==> src/rtl/pipelined_addsub.sv <==
// Add/subtract with a Kogge-Stone carry network spread over STAGES ready/valid register stages.
// Define ADDSUB_SAT_EN to clamp unsigned overflow/borrow of the sum output.
module pipelined_addsub #(
  parameter int WIDTH  = 24,
  parameter int STAGES = 2
) (
  input  logic             clk,
  input  logic             reset,
  input  logic             in_valid,
  output logic             in_ready,
  input  logic [WIDTH-1:0] a,
  input  logic [WIDTH-1:0] b,
  input  logic             op,
  input  logic             cin,
  output logic             out_valid,
  input  logic             out_ready,
  output logic [WIDTH-1:0] sum,
  output logic             cout,
  output logic             ovf
);

  localparam int LEVELS = $clog2(WIDTH);

  function automatic logic [WIDTH-1:0] ks_g(input logic [WIDTH-1:0] g_in,
                                            input logic [WIDTH-1:0] p_in,
                                            input int lo, input int hi);
    logic [WIDTH-1:0] g, p, ng, np;
    int d;
    g = g_in;
    p = p_in;
    for (int l = 0; l < LEVELS; l++) begin
      if (l >= lo && l < hi) begin
        d  = 1 << l;
        ng = g;
        np = p;
        for (int i = d; i < WIDTH; i++) begin
          ng[i] = g[i] | (p[i] & g[i-d]);
          np[i] = p[i] & p[i-d];
        end
        g = ng;
        p = np;
      end
    end
    return g;
  endfunction

  function automatic logic [WIDTH-1:0] ks_p(input logic [WIDTH-1:0] p_in,
                                            input int lo, input int hi);
    logic [WIDTH-1:0] p, np;
    int d;
    p = p_in;
    for (int l = 0; l < LEVELS; l++) begin
      if (l >= lo && l < hi) begin
        d  = 1 << l;
        np = p;
        for (int i = d; i < WIDTH; i++) np[i] = p[i] & p[i-d];
        p = np;
      end
    end
    return p;
  endfunction

  logic [STAGES-1:0] vld;
  logic [STAGES-1:0] adv;
  logic              accept;

  always_comb begin
    logic nxt;
    nxt = out_ready;
    adv = '0;
    for (int k = STAGES - 1; k >= 0; k--) begin
      nxt    = !vld[k] || nxt;
      adv[k] = nxt;
    end
  end

  assign in_ready = adv[0] && !reset;
  assign accept   = in_valid && in_ready;

  // Carry-in is folded into bit 0's generate so the prefix tree yields true carries.
  logic [WIDTH-1:0] b_eff, x0, g0;
  logic             c0;

  assign b_eff = op ? ~b : b;
  assign c0    = op ? ~cin : cin;
  assign x0    = a ^ b_eff;

  always_comb begin
    g0    = a & b_eff;
    g0[0] = g0[0] | (x0[0] & c0);
  end

  for (genvar k = 0; k < STAGES; k++) begin : g_stage
    localparam int LO = k * LEVELS / STAGES;
    localparam int HI = (k + 1) * LEVELS / STAGES;

    logic [WIDTH-1:0] g_in, p_in, x_in;
    logic             c0_in, op_in, sa_in, v_in;
    logic             v_q;

    if (k == 0) begin : g_src
      assign g_in  = g0;
      assign p_in  = x0;
      assign x_in  = x0;
      assign c0_in = c0;
      assign op_in = op;
      assign sa_in = a[WIDTH-1];
      assign v_in  = accept;
    end else begin : g_src
      assign g_in  = g_stage[k-1].g_mid.g_q;
      assign p_in  = g_stage[k-1].g_mid.p_q;
      assign x_in  = g_stage[k-1].g_mid.x_q;
      assign c0_in = g_stage[k-1].g_mid.c0_q;
      assign op_in = g_stage[k-1].g_mid.op_q;
      assign sa_in = g_stage[k-1].g_mid.sa_q;
      assign v_in  = g_stage[k-1].v_q;
    end

    always_ff @(posedge clk or posedge reset) begin
      if (reset)       v_q <= 1'b0;
      else if (adv[k]) v_q <= v_in;
    end

    assign vld[k] = v_q;

    if (k < STAGES - 1) begin : g_mid
      logic [WIDTH-1:0] g_d, p_d, g_q, p_q, x_q;
      logic             c0_q, op_q, sa_q;

      assign g_d = ks_g(g_in, p_in, LO, HI);
      assign p_d = ks_p(p_in, LO, HI);

      always_ff @(posedge clk or posedge reset) begin
        if (reset) begin
          g_q  <= '0;
          p_q  <= '0;
          x_q  <= '0;
          c0_q <= 1'b0;
          op_q <= 1'b0;
          sa_q <= 1'b0;
        end else if (adv[k] && v_in) begin
          g_q  <= g_d;
          p_q  <= p_d;
          x_q  <= x_in;
          c0_q <= c0_in;
          op_q <= op_in;
          sa_q <= sa_in;
        end
      end
    end else begin : g_last
      logic [WIDTH-1:0] g_fin, sum_raw, sum_d, sum_q;
      logic             co_raw, cout_d, ovf_d, cout_q, ovf_q;

      assign g_fin   = ks_g(g_in, p_in, LO, HI);
      assign sum_raw = x_in ^ {g_fin[WIDTH-2:0], c0_in};
      assign co_raw  = g_fin[WIDTH-1];
      assign cout_d  = op_in ? ~co_raw : co_raw;
      assign ovf_d   = ~x_in[WIDTH-1] & (sum_raw[WIDTH-1] ^ sa_in);
`ifdef ADDSUB_SAT_EN
      assign sum_d   = cout_d ? (op_in ? '0 : '1) : sum_raw;
`else
      assign sum_d   = sum_raw;
`endif

      always_ff @(posedge clk or posedge reset) begin
        if (reset) begin
          sum_q  <= '0;
          cout_q <= 1'b0;
          ovf_q  <= 1'b0;
        end else if (adv[k] && v_in) begin
          sum_q  <= sum_d;
          cout_q <= cout_d;
          ovf_q  <= ovf_d;
        end
      end
    end
  end

  assign out_valid = vld[STAGES-1];
  assign sum       = g_stage[STAGES-1].g_last.sum_q;
  assign cout      = g_stage[STAGES-1].g_last.cout_q;
  assign ovf       = g_stage[STAGES-1].g_last.ovf_q;

endmodule

==> config.mk <==
export PLATFORM = sky130hd
export DESIGN_NAME = pipelined_addsub
export DESIGN_NICKNAME = d
export VERILOG_FILES = /design/src/rtl/pipelined_addsub.sv
export SDC_FILE = /design/constraint.sdc
export NUM_CORES = 1
export LEC_CHECK = 0
export ABC_CLOCK_PERIOD_IN_PS = 7660
export CORE_UTILIZATION = 50
export CTS_CLUSTER_DIAMETER = 30
export DETAILED_ROUTE_END_ITERATION = 8
export PLACE_DENSITY = 0.75
export SYNTH_ARGS = -nofsm -noshare
export SYNTH_HDL_FRONTEND = slang
export SYNTH_SLANG_ARGS = --single-unit
==> constraint.sdc <==
create_clock -name clk -period 7.66 [get_ports clk]
set_input_delay 1.532 -clock clk [delete_from_list [all_inputs] [get_ports clk]]
set_output_delay 1.532 -clock clk [all_outputs]
set_load 0.05 [all_outputs]
; ---- Word-level counts from Yosys, hierarchy flattened
; Cells that the tools add are included.
[op_classes]
bitwise_logic = 258
mux = 3
reduce_logical = 9
[ops]
columns = operator, count
row1 = $and A1 B1 Y1, 160
row2 = $or A1 B1 Y1, 90
row3 = $xor A24 B24 Y24, 2
row4 = $and A24 B24 Y24, 1
row5 = $mux W24, 1
row6 = $not A24 Y24, 1
row7 = $logic_and A1 B1 Y1, 4
row8 = $logic_not A1 Y1, 3
row9 = $not A1 Y1, 3
row10 = $logic_or A1 B1 Y1, 2
row11 = $mux W1, 2
row12 = $xor A1 B1 Y1, 1
[totals]
reg_bits = 103
in_bits = 54
elab_cells = 281
out_inout_bits = 28

; ---- Depth between registers and ports, before layout
; Gate-level depths: netlist of the first run.
[logic_depth]
ltp_word = 9
depth_mapped = 8
ltp_nobuf = 6

; ---- Worst setup path after synthesis of the first run
; No wires, ideal clock.
[synth_timing]
kind = input to output
startpoint = in reset
endpoint = out in_ready
n_path_buf = 0
t_arrival_ns = 4.271
slack_ns = 1.857
stages = 2
cell_sequence = inv_1 > and2_1
[synth_via]
elab_chain_cells = 2
[synth_lines]
columns = item, line
row1 = from (decl), 8  ; input logic reset,
row2 = $logic_not A1 Y1 (no line), --
row3 = $logic_and A1 B1 Y1, 77  ; assign in_ready = adv[0] && !reset;
row4 = to (decl), 10  ; output logic in_ready,
; Every way passes these cells.

; ---- Final worst setup path of the first run
; Same ends and word-level chain as after synthesis.

==> key figures, run 1 <==
Worst setup path
  • Slowest Stage Delay on Critical Path: 0.69 ns
  • Startpoint type of the worst setup path: input pin
  • Worst Path Required: 6.13 ns
  • Cell occurring most often along the worst timing path: clkdlybuf4s50_1
  • Kind of end point of the critical path: output port
  • Cell with the largest stage delay on the worst path: clkdlybuf4s50_1
  • CP cell instances: clkdlybuf4s50_1 -> clkinv_2 -> and2_1 -> clkdlybuf4s50_1
  • Type of the worst setup path: in -> out
  • Top delay family on crit path: buffers and inverters
  • Number of buffers and inverters on the critical path: 3
  • Signal arrival time at the worst endpoint: 3.65 ns
  • Highest net fanout along the worst path: 42

Logic synthesis
  • Number of flip-flops and latches in the synthesized netlist: 99
  • Distinct cells, synth: 36
  • Synth Cell Area: 5130 um2
  • Most area-consuming cells after synthesis: dfrtp_1 48%, nand2_1 10%, ha_1 5.9%, xor2_1 4.9%, o21ai_0 4.6%
  • Avg Cell Area, Syn: 9.12 um2
  • Post-synth top area cell: dfrtp_1
  • Sequential share of the synthesized area: 48.3%
  • Ys flop type: dfrtp_1
  • Cell count after synthesis: 563
  • YS warnings: 0
  • Post-synth top area share: 48.3%
  • Fraction of synthesis flops using an asynchronous set or reset pin: 100%
  • Number of enable-type register cells in the synthesized netlist: 0
  • Post-Synthesis Net Count: 641

Route
  • Post-detailed-route via-to-cell ratio: 5.50
  • Final WL: 12.0 mm
  • Post-route antenna net violation count: 0
  • Routed len/inst: 15.5 um
  • Number of search-and-repair iterations in the first detailed-routing pass: 5
  • Remaining design rule violation count: 0
  • First DRT Iteration DRCs: 340
  • Via count: 4263

Floorplan
  • Number of I/O pins: 82
  • Initial core utilization: 52.0%
  • Die width: 103 um
  • Die area: 10700 um2
  • Number of core rows: 36
  • CORE AREA: 9860 um2
  • Die Y-Extent: 103 um

Timing
  • Setup_tns: 0 ns
  • Worst Tran Pin Value: 0.864 ns
  • Worst Slack Setup Final: 2.48 ns
  • Clock tree skew after final layout: 0.00960 ns
  • Final period demand of the worst path: 5.18 ns
  • Share of the clock period used by the worst path: 67.6%
  • Unrepaired setup endpoints after global routing: false
  • Final setup violation count: 0
  • Number of max-slew violations in the final report: 0
  • Worst Hold Margin: 0.483 ns
  • Rel. slew slack: 42.4%
  • Max Clk Rate: 0.193 GHz
  • Final Hold Viols: 0

Clock network
  • Cts repair resizes: 0
  • TritonCTS clock tree: built
  • CTS H-tree lvls: 3
  • Number of buffers between clock root and the deepest sink: 2
  • CTS root buf: clkbuf_8
  • Clock sink total: 99
  • Number of buffers created by CTS: 9
  • Number of buffers inserted for hold repair after clock tree synthesis: 0
  • Setup repair bufs after CTS: 0
  • Clock Latency Late Sink: 0.38 ns
  • Clock input transition at the sequential cells of the worst setup and hold paths: 0.10 ns

Layout
  • Share of post-route cells with drive strength above 1: 4.21%
  • Most common cell after layout, fill and taps aside: nand2_1
  • Area added between synthesis and finish: 21.7%
  • Final Cell Area: 6250 um2
  • Antenna Diode Count: 0
  • Final #Nets: 715
  • Layout filler cell count: 870
  • Top library cells by usage in the layout, fill and taps aside: 141 x nand2_1, 99 x dfrtp_1, 81 x clkdlybuf4s50_1, 47 x o21ai_0, 46 x nor2_1
  • Register area: 2480 um2
  • Area of the multi-input gates: 2510 um2
  • Post-route core utilization: 63.3%

Global routing
  • Global-route congestion overflow total: 0
  • Initial antenna violation count: 0
  • Wire length of the first global-routing pass: 19.3 mm
  • Global router's overall resource usage: 24.3%
  • Maximum number of pins on one net before global-route repair: 92
  • Vias in the first global route: 3883

Run status
  • Run status: finished, final reports clean

Placement
  • Count of buffers inserted at the top-level ports: 81
  • Weighted congestion reported at the end of routability-driven placement: 0.840
  • Cell Area, Placed: 6040 um2
  • Worst setup slack before clock tree synthesis: 2.42 ns
  • Final HPWL DP: 8.85 mm

Power
  • Power density of the placed cells: 282 nW/um2
  • Largest voltage drop on the vdd net: 0.000137 V
  • LEAKAGE: 2.84 nW

Job
  • Count of max-cap constraint violations: 0

Worst hold path
  • Kind of path behind the tightest hold check: reg -> reg
## cell families after synthesis
family | share of synthesized area, %
AND/OR/NAND/NOR | 17.0
adder cells (fa/ha/maj) | 5.85
XOR/XNOR | 7.17
AO/OA/AOI/OAI | 18.6
buffers and inverters | 2.73
flip-flops | 48.3
multiplexers | 0.390
## cell usage after synthesis, drive strengths merged, types with 2 or more instances
cell     instances
and2             2
o21bai           5
mux2i            2
a2111o           4
a31oi            9
ha              24
a21o            16
a21oi           25
a211o            3
xor2            29
nand2          141
nand2b           2
nand4            8
o21a             6
inv              9
xnor2           13
a2111oi          3
a21boi           4
nor3             2
clkbuf           8
o311ai           4
or3              6
dfrtp           99
buf             15
o21ai           59
nor2            46
and3             3
nand3            3
o31ai           10
## power by group
| part | internal (mW) | switching (mW) | leakage, nW |
|---|---|---|---|
| Clock | 0.156 | 0.196 | 0.101 |
| Sequential | 0.640 | 0.0878 | 1.24 |
| Combinational | 0.254 | 0.431 | 1.50 |
| Total | 1.05 | 0.715 | 2.84 |
## metrics by stage
step	instances	power, mW
floorplan	563	1.19
global placement	759	1.41
detailed placement	759	1.43
CTS	775	1.77
global route	775	1.86
finish	775	1.76
## layout make-up
cell class	instances	area share [%]
Multi-Input combinational cell	432	40.3
Sequential cell	99	39.7
Tap cell	133	2.66
Clock inverter	7	1.30
Timing Repair Buffer	86	13.6
Clock buffer	9	1.98
Inverter	9	0.561
## worst register-to-register path, delay by kind of cell, from the launching register on
kind / cells / cell delay [ns]
buf+inv: 1 / 0.68
simple gates: 3 / 0.53
flops: 1 / 0.49
compound gates: 1 / 0.06
## sequential cells by signal, indices dropped and copies added, names as in the netlist
| signal | count |
|---|---|
| cout | 1 |
| g_stage.g_mid.c0_q | 1 |
| g_stage.g_mid.g_q | 24 |
| g_stage.g_mid.op_q | 1 |
| g_stage.g_mid.p_q | 21 |
| g_stage.g_mid.sa_q | 1 |
| g_stage.g_mid.x_q | 23 |
| g_stage.v_q | 1 |
| out_valid | 1 |
| ovf | 1 |
| sum | 24 |
## path summary, 6_finish.rpt
check | startpoint | slack [ns] | cells after the start | to
setup / recovery | reset | 2.48 | 4 | in_ready
hold / removal | sum[14] | 0.48 | 2 | sum[14]
setup reg to reg | g_stage[0].v_q | 5.79 | 5 | g_stage[0].g_mid.p_q[9]
hold reg to reg | sum[14] | 0.48 | 2 | sum[14]
max in group asynchronous | reset | 4.91 | 3 | g_stage[0].g_mid.x_q[2]
min in group asynchronous | reset | 1.57 | 2 | sum[16]
## metal layers
layer  track usage (%)  wire (um)
met1              34.9       5540
met4              9.86        309
met5                 0          0
met3              4.84        765
met2              36.3       5400
(Power assumes the default switching activity.)
==> inputs of run 2 (changes only) <==
Settings changed: ABC_CLOCK_PERIOD_IN_PS 7660 to 4370, CORE_UTILIZATION 50 to 49, PLACE_DENSITY 0.75 to 0.77.
Clock period 7.66 ns to 4.37 ns, I/O delays scaled along.
==> run 2 against run 1 <==
- largest cell class unchanged
- non-clock buffer count rose by 4
- critical path type is now in -> reg
- clock skew fell by 0.0022 ns
- sequential power rose by 74%
- sequential cell count did not move
==> key figures, run 2 (synthesized netlist as in run 1, its figures left out) <==
Layout
  • Final #Nets: 719 (+0.56%)
  • Top library cells by usage in the layout, fill and taps aside: 141 x nand2_1, 99 x dfrtp_1, 80 x clkdlybuf4s50_1, 47 x o21ai_0, 46 x nor2_1
  • Area added between synthesis and finish: 21.6% (about the same)
  • Most common cell after layout, fill and taps aside: nand2_1
  • Share of post-route cells with drive strength above 1: 4.80% (+0.59 points)
  • Non-filler cells in the finished layout: 779 (+0.52%)
  • Antenna Diode Count: 0 (unchanged)

Timing
  • Final period demand of the worst path: 2.99 ns
  • Setup_tns: 0 ns (unchanged)
  • Final Hold Viols: 0 (unchanged)
  • Clock tree skew after final layout: 0.00743 ns (-0.00217 ns)
  • Max Clk Rate: 0.334 GHz
  • Unrepaired setup endpoints after global routing: false
  • Worst Tran Pin Value: 0.881 ns (+0.0168 ns)
  • Final setup violation count: 0 (unchanged)
  • Share of the clock period used by the worst path: 68.5%
  • Rel. slew slack: 41.1% (-1.3 points)
  • Number of max-slew violations in the final report: 0 (unchanged)

Worst setup path
  • Worst r2r src: g_stage[0].v_q
  • Worst Path Required: 4.61 ns (-1.52 ns)
  • Origin of the worst setup path: op
  • Signal arrival time at the worst endpoint: 3.24 ns (-0.41 ns)
  • CP cell instances: clkdlybuf4s50_1 -> xor2_1 -> ha_1 -> a21o_1 -> a21o_1 -> a21oi_1 -> o21ai_0
  • Kind of end point of the critical path: register
  • Highest net fanout along the worst path: 15 (-64%)
  • Type of the worst setup path: in -> reg
  • Cell occurring most often along the worst timing path: a21o_1
  • Slowest Stage Delay on Critical Path: 0.86 ns (+0.17 ns)
  • Cell with the largest stage delay on the worst path: clkdlybuf4s50_1
  • Startpoint type of the worst setup path: input pin

Route
  • First DRT Iteration DRCs: 277 (-19%)
  • Routed len/inst: 15.9 um (+2.8%)
  • Via count: 4285 (+0.52%)
  • Post-detailed-route via-to-cell ratio: 5.50 (about the same)
  • Number of search-and-repair iterations in the first detailed-routing pass: 5 (unchanged)
  • Remaining design rule violation count: 0 (unchanged)
  • Post-route antenna net violation count: 0 (unchanged)
  • Final WL: 12.4 mm (+3.4%)

Clock network
  • Clock sink total: 99 (unchanged)
  • Number of buffers inserted for hold repair after clock tree synthesis: 0 (unchanged)
  • CTS root buf: clkbuf_8
  • Setup repair bufs after CTS: 0 (unchanged)
  • CTS H-tree lvls: 3 (unchanged)
  • Clock Latency Late Sink: 0.37 ns (about the same)
  • Number of buffers created by CTS: 9 (unchanged)
  • Cts repair resizes: 0 (unchanged)
  • Clock input transition at the sequential cells of the worst setup and hold paths: 0.09 ns (about the same)
  • TritonCTS clock tree: built
  • Number of buffers between clock root and the deepest sink: 2 (unchanged)

Placement
  • Count of buffers inserted at the top-level ports: 81 (unchanged)
  • Final HPWL DP: 9.29 mm (+5.0%)
  • Weighted congestion reported at the end of routability-driven placement: 0.922 (+9.8%)
  • Instance count after placement with tap cells included: 763 (+0.53%)

Global routing
  • Global router's overall resource usage: 24.0% (-0.32 points)
  • Maximum number of pins on one net before global-route repair: 57 (-38%)
  • Global-route congestion overflow total: 0 (unchanged)
  • Initial antenna violation count: 0 (unchanged)
  • Wire length of the first global-routing pass: 20.8 mm (+7.7%)
  • Vias in the first global route: 4237 (+9.1%)

Power
  • Net switching power: 1.24 mW (+73%)
  • Total design power: 3.02 mW (+71%)
  • Largest voltage drop on the vdd net: 0.000276 V (+100%)
  • Power density of the placed cells: 483 nW/um2 (+71%)
  • Proportion of power drawn by the clock network: 17.6% (-2.3 points)
  • Internal power: 1.78 mW (+69%)
  • Part of the total power dissipated in combinational logic: 40.1% (+1.3 points)
  • Reg power frac: 42.2% (+0.9 points)
  • Switching Share: 41.1% (+0.56 points)
  • LEAKAGE: 2.83 nW (-0.10%)

Floorplan
  • Die width: 104 um (+1.0%)
  • Die area: 10900 um2 (+2.0%)
  • CORE AREA: 9950 um2 (+0.91%)
  • Initial core utilization: 51.6% (-0.47 points)
  • Die Y-Extent: 104 um (+1.0%)
  • Number of I/O pins: 82 (unchanged)
  • Number of core rows: 36 (unchanged)

Run status
  • Run status: finished, final reports clean

Worst hold path
  • Kind of path behind the tightest hold check: reg -> reg
  • Origin of the worst min-delay path: sum[5]

Job
  • Count of max-cap constraint violations: 0 (unchanged)
run 2: through the flow:
| stage | worst slack [ns] | instance area [um2] | util, % | hold slack, ns |
|---|---|---|---|---|
| 3_3_place_gp | 1.07 | 6070 | 61.0 | 0.462 |
| 4_1_cts | 1.40 | 6240 | 62.7 | 0.492 |
| 2_1_floorplan | 0.597 | 5140 | - | 0.442 |
| 3_5_place_dp | 1.01 | 6070 | 61.0 | 0.470 |
| 6_report | 1.38 | 6240 | 62.7 | 0.486 |
| 5_1_grt | 1.24 | 6240 | 62.7 | 0.513 |
run 2: critical path: cells and delay by family:
kind	cells	cell delay, ns
buf+inv	1	0.86
fa+ha+maj	1	0.44
xor+xnor	1	0.35
compound gates	4	0.68
run 2: layout make-up:
type | count | area [um2]
fill | 879 | 3710
clock buffer | 10 | 128
clock inverter | 6 | 42.5
tap | 133 | 166
timing repair buffer | 90 | 876
inverter | 9 | 37.5
sequential | 99 | 2480
multi-input combinational | 432 | 2510
run 2: power by group through the flow:
stage / Clock, mW / Sequential [mW] / Combinational [mW]
3_3_place_gp: 0 / 1.29 / 1.18
3_5_place_dp: 0 / 1.29 / 1.21
6_report: 0.532 / 1.27 / 1.21
5_1_grt: 0.563 / 1.31 / 1.31
4_1_cts: 0.533 / 1.28 / 1.21
2_1_floorplan: 0 / 1.60 / 0.475
run 2: path summary, 6_finish.rpt:
| kind | cells after the start | to | slack [ns] |
|---|---|---|---|
| setup / recovery | 7 | g_stage[0].g_mid.g_q[22] | 1.38 |
| setup reg to reg | 5 | g_stage[0].g_mid.p_q[10] | 2.37 |
| hold / removal | 2 | sum[5] | 0.49 |
| hold reg to reg | 2 | sum[5] | 0.49 |
| max in group asynchronous | 3 | g_stage[0].g_mid.p_q[5] | 2.62 |
| min in group asynchronous | 2 | sum[6] | 0.79 |
run 2: layer usage:
layer / wire [um] / up-vias / global-route usage [%]
li1: - / 2100 / -
met1: 5970 / 2026 / 34.9
met2: 5650 / 140 / 37.0
met3: 593 / 19 / 3.20
met4: 208 / 0 / 7.65
met5: 0 / - / 0
==> variant 1 (settings of run 1) <==
Put a register stage on the output `ovf`. The value now appears one clock later. The other outputs are not delayed to match.
--- a/src/rtl/pipelined_addsub.sv
+++ b/src/rtl/pipelined_addsub.sv
@@ -179,7 +179,9 @@
   assign out_valid = vld[STAGES-1];
   assign sum       = g_stage[STAGES-1].g_last.sum_q;
   assign cout      = g_stage[STAGES-1].g_last.cout_q;
-  assign ovf       = g_stage[STAGES-1].g_last.ovf_q;
+  always_ff @(posedge clk) begin
+    ovf <= g_stage[STAGES-1].g_last.ovf_q;
+  end
 
 endmodule
 
Function: changed (Yosys sat finds a counterexample within 4 cycles, from zero or initial values and one cycle with reset high).
==> variant 1 against run 1 <==
Cell count up 0.13%. Non-clock buffer count unchanged. Wire length rose by 1.8%. Total power shrank 0.46%. Synthesized area up 0.39%. Sequential cell count rose by 1. Final area rose by 0.14%. Worst setup slack got worse by 0.057 ns. Hold slack worse by 0.11 ns. Clock skew is 0.0047 ns higher. Clock power fell by 5.7%. Largest cell class unchanged. Largest power group unchanged. Highest routed layer unchanged.
==> variant 1: results (changes against run 1) <==
The cell area reported after detailed placement came out at 6060 sq um (+0.33%). The total number of nets in the final design is 716 (+0.14%). The final setup skew came out at 0.0143 ns (+0.00467 ns). The half-perimeter wire length after detailed placement was 9000 um (+1.7%). The worst-case vdd ir drop is 133 uV (-2.5%). The overall overflow remaining after global route is 0 (unchanged). On the critical path, the stage with the largest delay is an instance of sky130_fd_sc_hd__clkdlybuf4s50_1. The total nets after synthesis was 642 (+0.16%). The source of the worst hold timing path is g_stage[1].g_last.ovf_q. The pre-CTS setup slack is 2.34 ns (-0.0806 ns). The setup fix buffers added after clock tree synthesis came out at 0 (unchanged). The highest fanout seen on the critical path came out at 44 (+4.8%).

The reg2reg setup slack came out at 5.79 ns (about the same). The flow ran to the end, and the final reports show no timing, DRC or antenna violations. The path with the worst hold slack has its endpoint at ovf. By count the netlist is led by sky130_fd_sc_hd__nand2_1, sky130_fd_sc_hd__dfrtp_1, sky130_fd_sc_hd__o21ai_0. The cell count of the worst reg-to-reg path is 4 (-1).

The total clock buffers created by CTS came out at 9 (unchanged). The later-pin clock latency in the skew report came out at 0.36 ns (-0.02 ns). The static leakage was 2.83 nW (about the same). The overall track demand over capacity in global routing is 24.2% (-0.14 points). In the post-synthesis netlist, the biggest area contributors are sky130_fd_sc_hd__dfrtp_1, sky130_fd_sc_hd__nand2_1, sky130_fd_sc_hd__ha_1, sky130_fd_sc_hd__xor2_1, sky130_fd_sc_hd__o21ai_0. The arrival time of the worst setup path is 3.71 ns (+0.06 ns).

The count of fill cells added during filler insertion came out at 833 (-4.3%). The min-delay analysis places its worst path in the category reg2reg. The internal portion of total power was 1.04 mW (-0.85%). The detailed router's first-iteration violation count is 292 (-14%). The wire length after detailed routing is 12200 um (+1.8%). The count of unique library cells instantiated by Yosys came to 37 (+2.8%). The share of final-layout standard cells stronger than drive strength 1 is 4.20% (-0.0065 points). The xor/xnor cell area share of the yosys netlist came to 7.14% (-0.028 points). The depth of the worst hold-timing path came to 0 (-2). The clock transition at the register clock pins on the worst setup and hold paths after CTS came to 0.10 ns (about the same). The clock root buffer is sky130_fd_sc_hd__clkbuf_8. The global-route wire length before repair came to 20600 um (+6.5%). The diode insertion count for antenna repair is 0 (unchanged). The worst reg2reg path endpoint is g_stage[0].g_mid.g_q[1]. The via count of the first global-routing pass came to 4093 (+5.4%). The total iterations of the first detailed-routing run came out at 5 (unchanged).

The post-synthesis compound-gate area fraction is 18.5% (-0.072 points). The final weighted congestion in routability-driven placement came out at 0.833 (-0.82%). In the synthesized netlist the dominant register cell turns out to be sky130_fd_sc_hd__dfrtp_1. The mux share of post-synthesis cell area is 0.389% (-0.0015 points).

The total number of vias is 4314 (+1.2%). The maximum number of buffers from clock root to sink is 2 (unchanged). The share of synthesized cell area in full adder, half adder and majority cells was 5.83% (-0.023 points). The number of cells upsized or downsized after cts came out at 0 (unchanged).

The worst slew slack as a fraction of its limit came out at 42.3% (-0.051 points). The fraction of registers with async set or reset after synthesis came out at 99.0% (-1.0 points). The proportion of synthesized chip area in sequential cells came out at 48.5% (+0.20 points).
-- variant 1: layout make-up --
class / count / share of cell area, %
timing repair buffer: 86 / 13.6
inverter: 9 / 0.560
multi-input combinational: 432 / 40.2
clock buffer: 11 / 2.42
sequential: 100 / 39.9
tap: 133 / 2.66
clock inverter: 5 / 0.680
-- variant 1: worst max-delay path by stage --
stage	from	endpoint	slack, ns
floorplan	reset	in_ready	1.86
global placement	reset	in_ready	2.38
detailed placement	reset	in_ready	2.34
CTS	reset	in_ready	2.32
global route	reset	in_ready	2.24
finish	reset	in_ready	2.42
-- variant 1: through the flow --
step | hold slack [ns] | instances | utilization, % | power [mW]
finish | 0.376 | 776 | 63.4 | 1.76
global route | 0.392 | 776 | 63.4 | 1.85
CTS | 0.380 | 776 | 63.4 | 1.76
detailed placement | 0.357 | 760 | 61.5 | 1.44
global placement | 0.354 | 760 | 61.5 | 1.42
floorplan | 0.347 | 564 | - | 1.19
-- variant 1: logic make-up after synthesis --
| group | after synthesis |
|---|---|
| adder cells (fa/ha/maj) | 24 |
| buffers and inverters | 32 |
| multiplexers | 2 |
| XOR/XNOR | 42 |
| AND/OR/NAND/NOR | 214 |
| flip-flops | 100 |
| AO/OA/AOI/OAI | 150 |
-- variant 1: power by group through the flow --
stage,Clock (mW),Sequential (mW),Combinational (mW)
after floorplan,0,0.923,0.271
after global placement,0,0.740,0.676
after detailed placement,0,0.749,0.686
after CTS,0.333,0.738,0.689
after global routing,0.358,0.755,0.740
final,0.331,0.738,0.688
-- variant 1: metal layers --
| layer | up-vias | global-route usage, % | share of wire [%] |
|---|---|---|---|
| met2 | 137 | 37.8 | 47 |
| met3 | 14 | 2.14 | 5.6 |
| met1 | 2077 | 36.0 | 46 |
| li1 | 2086 | - | - |
| met4 | 0 | 6.94 | 1.5 |
| met5 | - | 0 | 0 |
==> variant 2 (config.mk and constraints of run 1) <==
Made on the original files. The parameter `STAGES` goes from 2 to 1.
--- a/src/rtl/pipelined_addsub.sv
+++ b/src/rtl/pipelined_addsub.sv
@@ -2,7 +2,7 @@
 // Define ADDSUB_SAT_EN to clamp unsigned overflow/borrow of the sum output.
 module pipelined_addsub #(
   parameter int WIDTH  = 24,
-  parameter int STAGES = 2
+  parameter int STAGES = 1
 ) (
   input  logic             clk,
   input  logic             reset,
Check against the original RTL: not equivalent (Yosys sat finds a counterexample within 4 cycles, from zero or initial values and one cycle with reset high).
==> variant 2 against run 1 <==
Critical path depth grew 6. Synthesized area shrank 52%. Hold slack lost 0.0088 ns. Clock power shrank 78%. Core utilization grew 8.1 points. Clock skew shrank 0.0087 ns. Total power shrank 56%. Worst setup slack gained 0.20 ns. Cell count shrank 43%. Sequential cell count shrank 72. Wire length shrank 50%. Final area shrank 46%.
==> variant 2: results (changes against run 1) <==
The mean area per synthesized cell came to 8.21 sq um (-9.9%). The total number of vias is 2436 (-43%). The overall track demand over capacity in global routing came out at 24.9% (+0.60 points). The cell area reported after detailed placement is 3350 sq um (-45%). In this run the critical register-to-register path is captured at sum[17]. The final weighted congestion in routability-driven placement is 0.909 (+8.3%). The share of final-layout standard cells stronger than drive strength 1 came out at 1.86% (-2.3 points).

The share of synthesized cell area in full adder, half adder and majority cells came out at 13.2% (+7.3 points). The xor/xnor cell area share of the yosys netlist came out at 15.1% (+8.0 points). Ranked by total cell area, the synthesized netlist is headed by sky130_fd_sc_hd__dfrtp_1, sky130_fd_sc_hd__ha_1, sky130_fd_sc_hd__xor2_1, sky130_fd_sc_hd__nand2_1, sky130_fd_sc_hd__a21oi_1. The highest fanout seen on the critical path is 14 (-67%). The via count of the first global-routing pass came out at 2226 (-43%). The vias per cell came out at 5.49 (-0.26%). The placed cell count came out at 440 (-42%). The biggest cell delay along the critical path came out at 0.93 ns (+0.24 ns). The flow ran to the end, and the final reports show no timing, DRC or antenna violations. After synthesis, the most frequently instantiated cells are sky130_fd_sc_hd__nand2_1, sky130_fd_sc_hd__xor2_1, sky130_fd_sc_hd__dfrtp_1. The post-synthesis compound-gate area fraction is 23.5% (+4.9 points). The worst-case vdd ir drop was 117 uV (-15%). The met2 routed wirelength is 2590 um (-52%). The clock transition at the register clock pins on the worst setup and hold paths after CTS came out at 0.08 ns (-0.02 ns).

The global-route track usage on met3 is 1.94% (-2.9 points). The worst path setup slack after routing is 2.68 ns (+0.201 ns). The final setup skew came out at 0.000865 ns (-0.00874 ns).

The proportion of synthesized chip area in sequential cells was 27.1% (-21 points). The cell count of the worst reg-to-reg path is 4 (-1). The count of unique library cells instantiated by Yosys is 40 (+11%). The met2 track utilization from global routing is 37.5% (+1.2 points).

In this run the critical register-to-register path is launched from out_valid. The half-perimeter wire length after detailed placement came out at 5090 um (-43%). The amount of wire on met3 after detailed routing came out at 329 um (-57%). The total number of nets in the final design came out at 457 (-36%).

The number of levels the H-tree was split into is 1 (-2). The pre-CTS setup slack came to 2.36 ns (-0.0575 ns). The detailed router's first-iteration violation count was 113 (-67%).

The later-pin clock latency in the skew report came out at 0.27 ns (-0.11 ns). The final-layout worst hold slack came out at 0.475 ns (-0.00876 ns). The global-route wire length before repair came out at 10300 um (-46%).
==> variant 2: worst max-delay path by stage <==
stage	start	end
after floorplan	op	cout
after global placement	op	cout
after detailed placement	op	cout
after CTS	op	cout
after global routing	op	cout
final	op	cout
==> variant 2: worst max-delay path, delay by kind of cell <==
kind | cells | cell delay, ns
AOI/OAI and AO/OA | 6 | 1.57
xor gates and xnor gates | 1 | 0.19
adders and majority gates | 2 | 0.94
buffers and inverters | 1 | 0.93
==> variant 2: report_power, final <==
| part | switching, mW | internal [mW] |
|---|---|---|
| Combinational | 0.304 | 0.183 |
| Clock | 0.0400 | 0.0372 |
| Sequential | 0.0217 | 0.183 |
| Total | 0.366 | 0.404 |
==> variant 2: area by class of cell <==
type / instances / area, sq um
Clock buffer: 4 / 45.0
Timing Repair Buffer: 83 / 826
Fill cell: 404 / 1360
Inverter: 7 / 26.3
Multi-Input combinational cell: 256 / 1740
Sequential cell: 27 / 676
Tap cell: 67 / 83.8
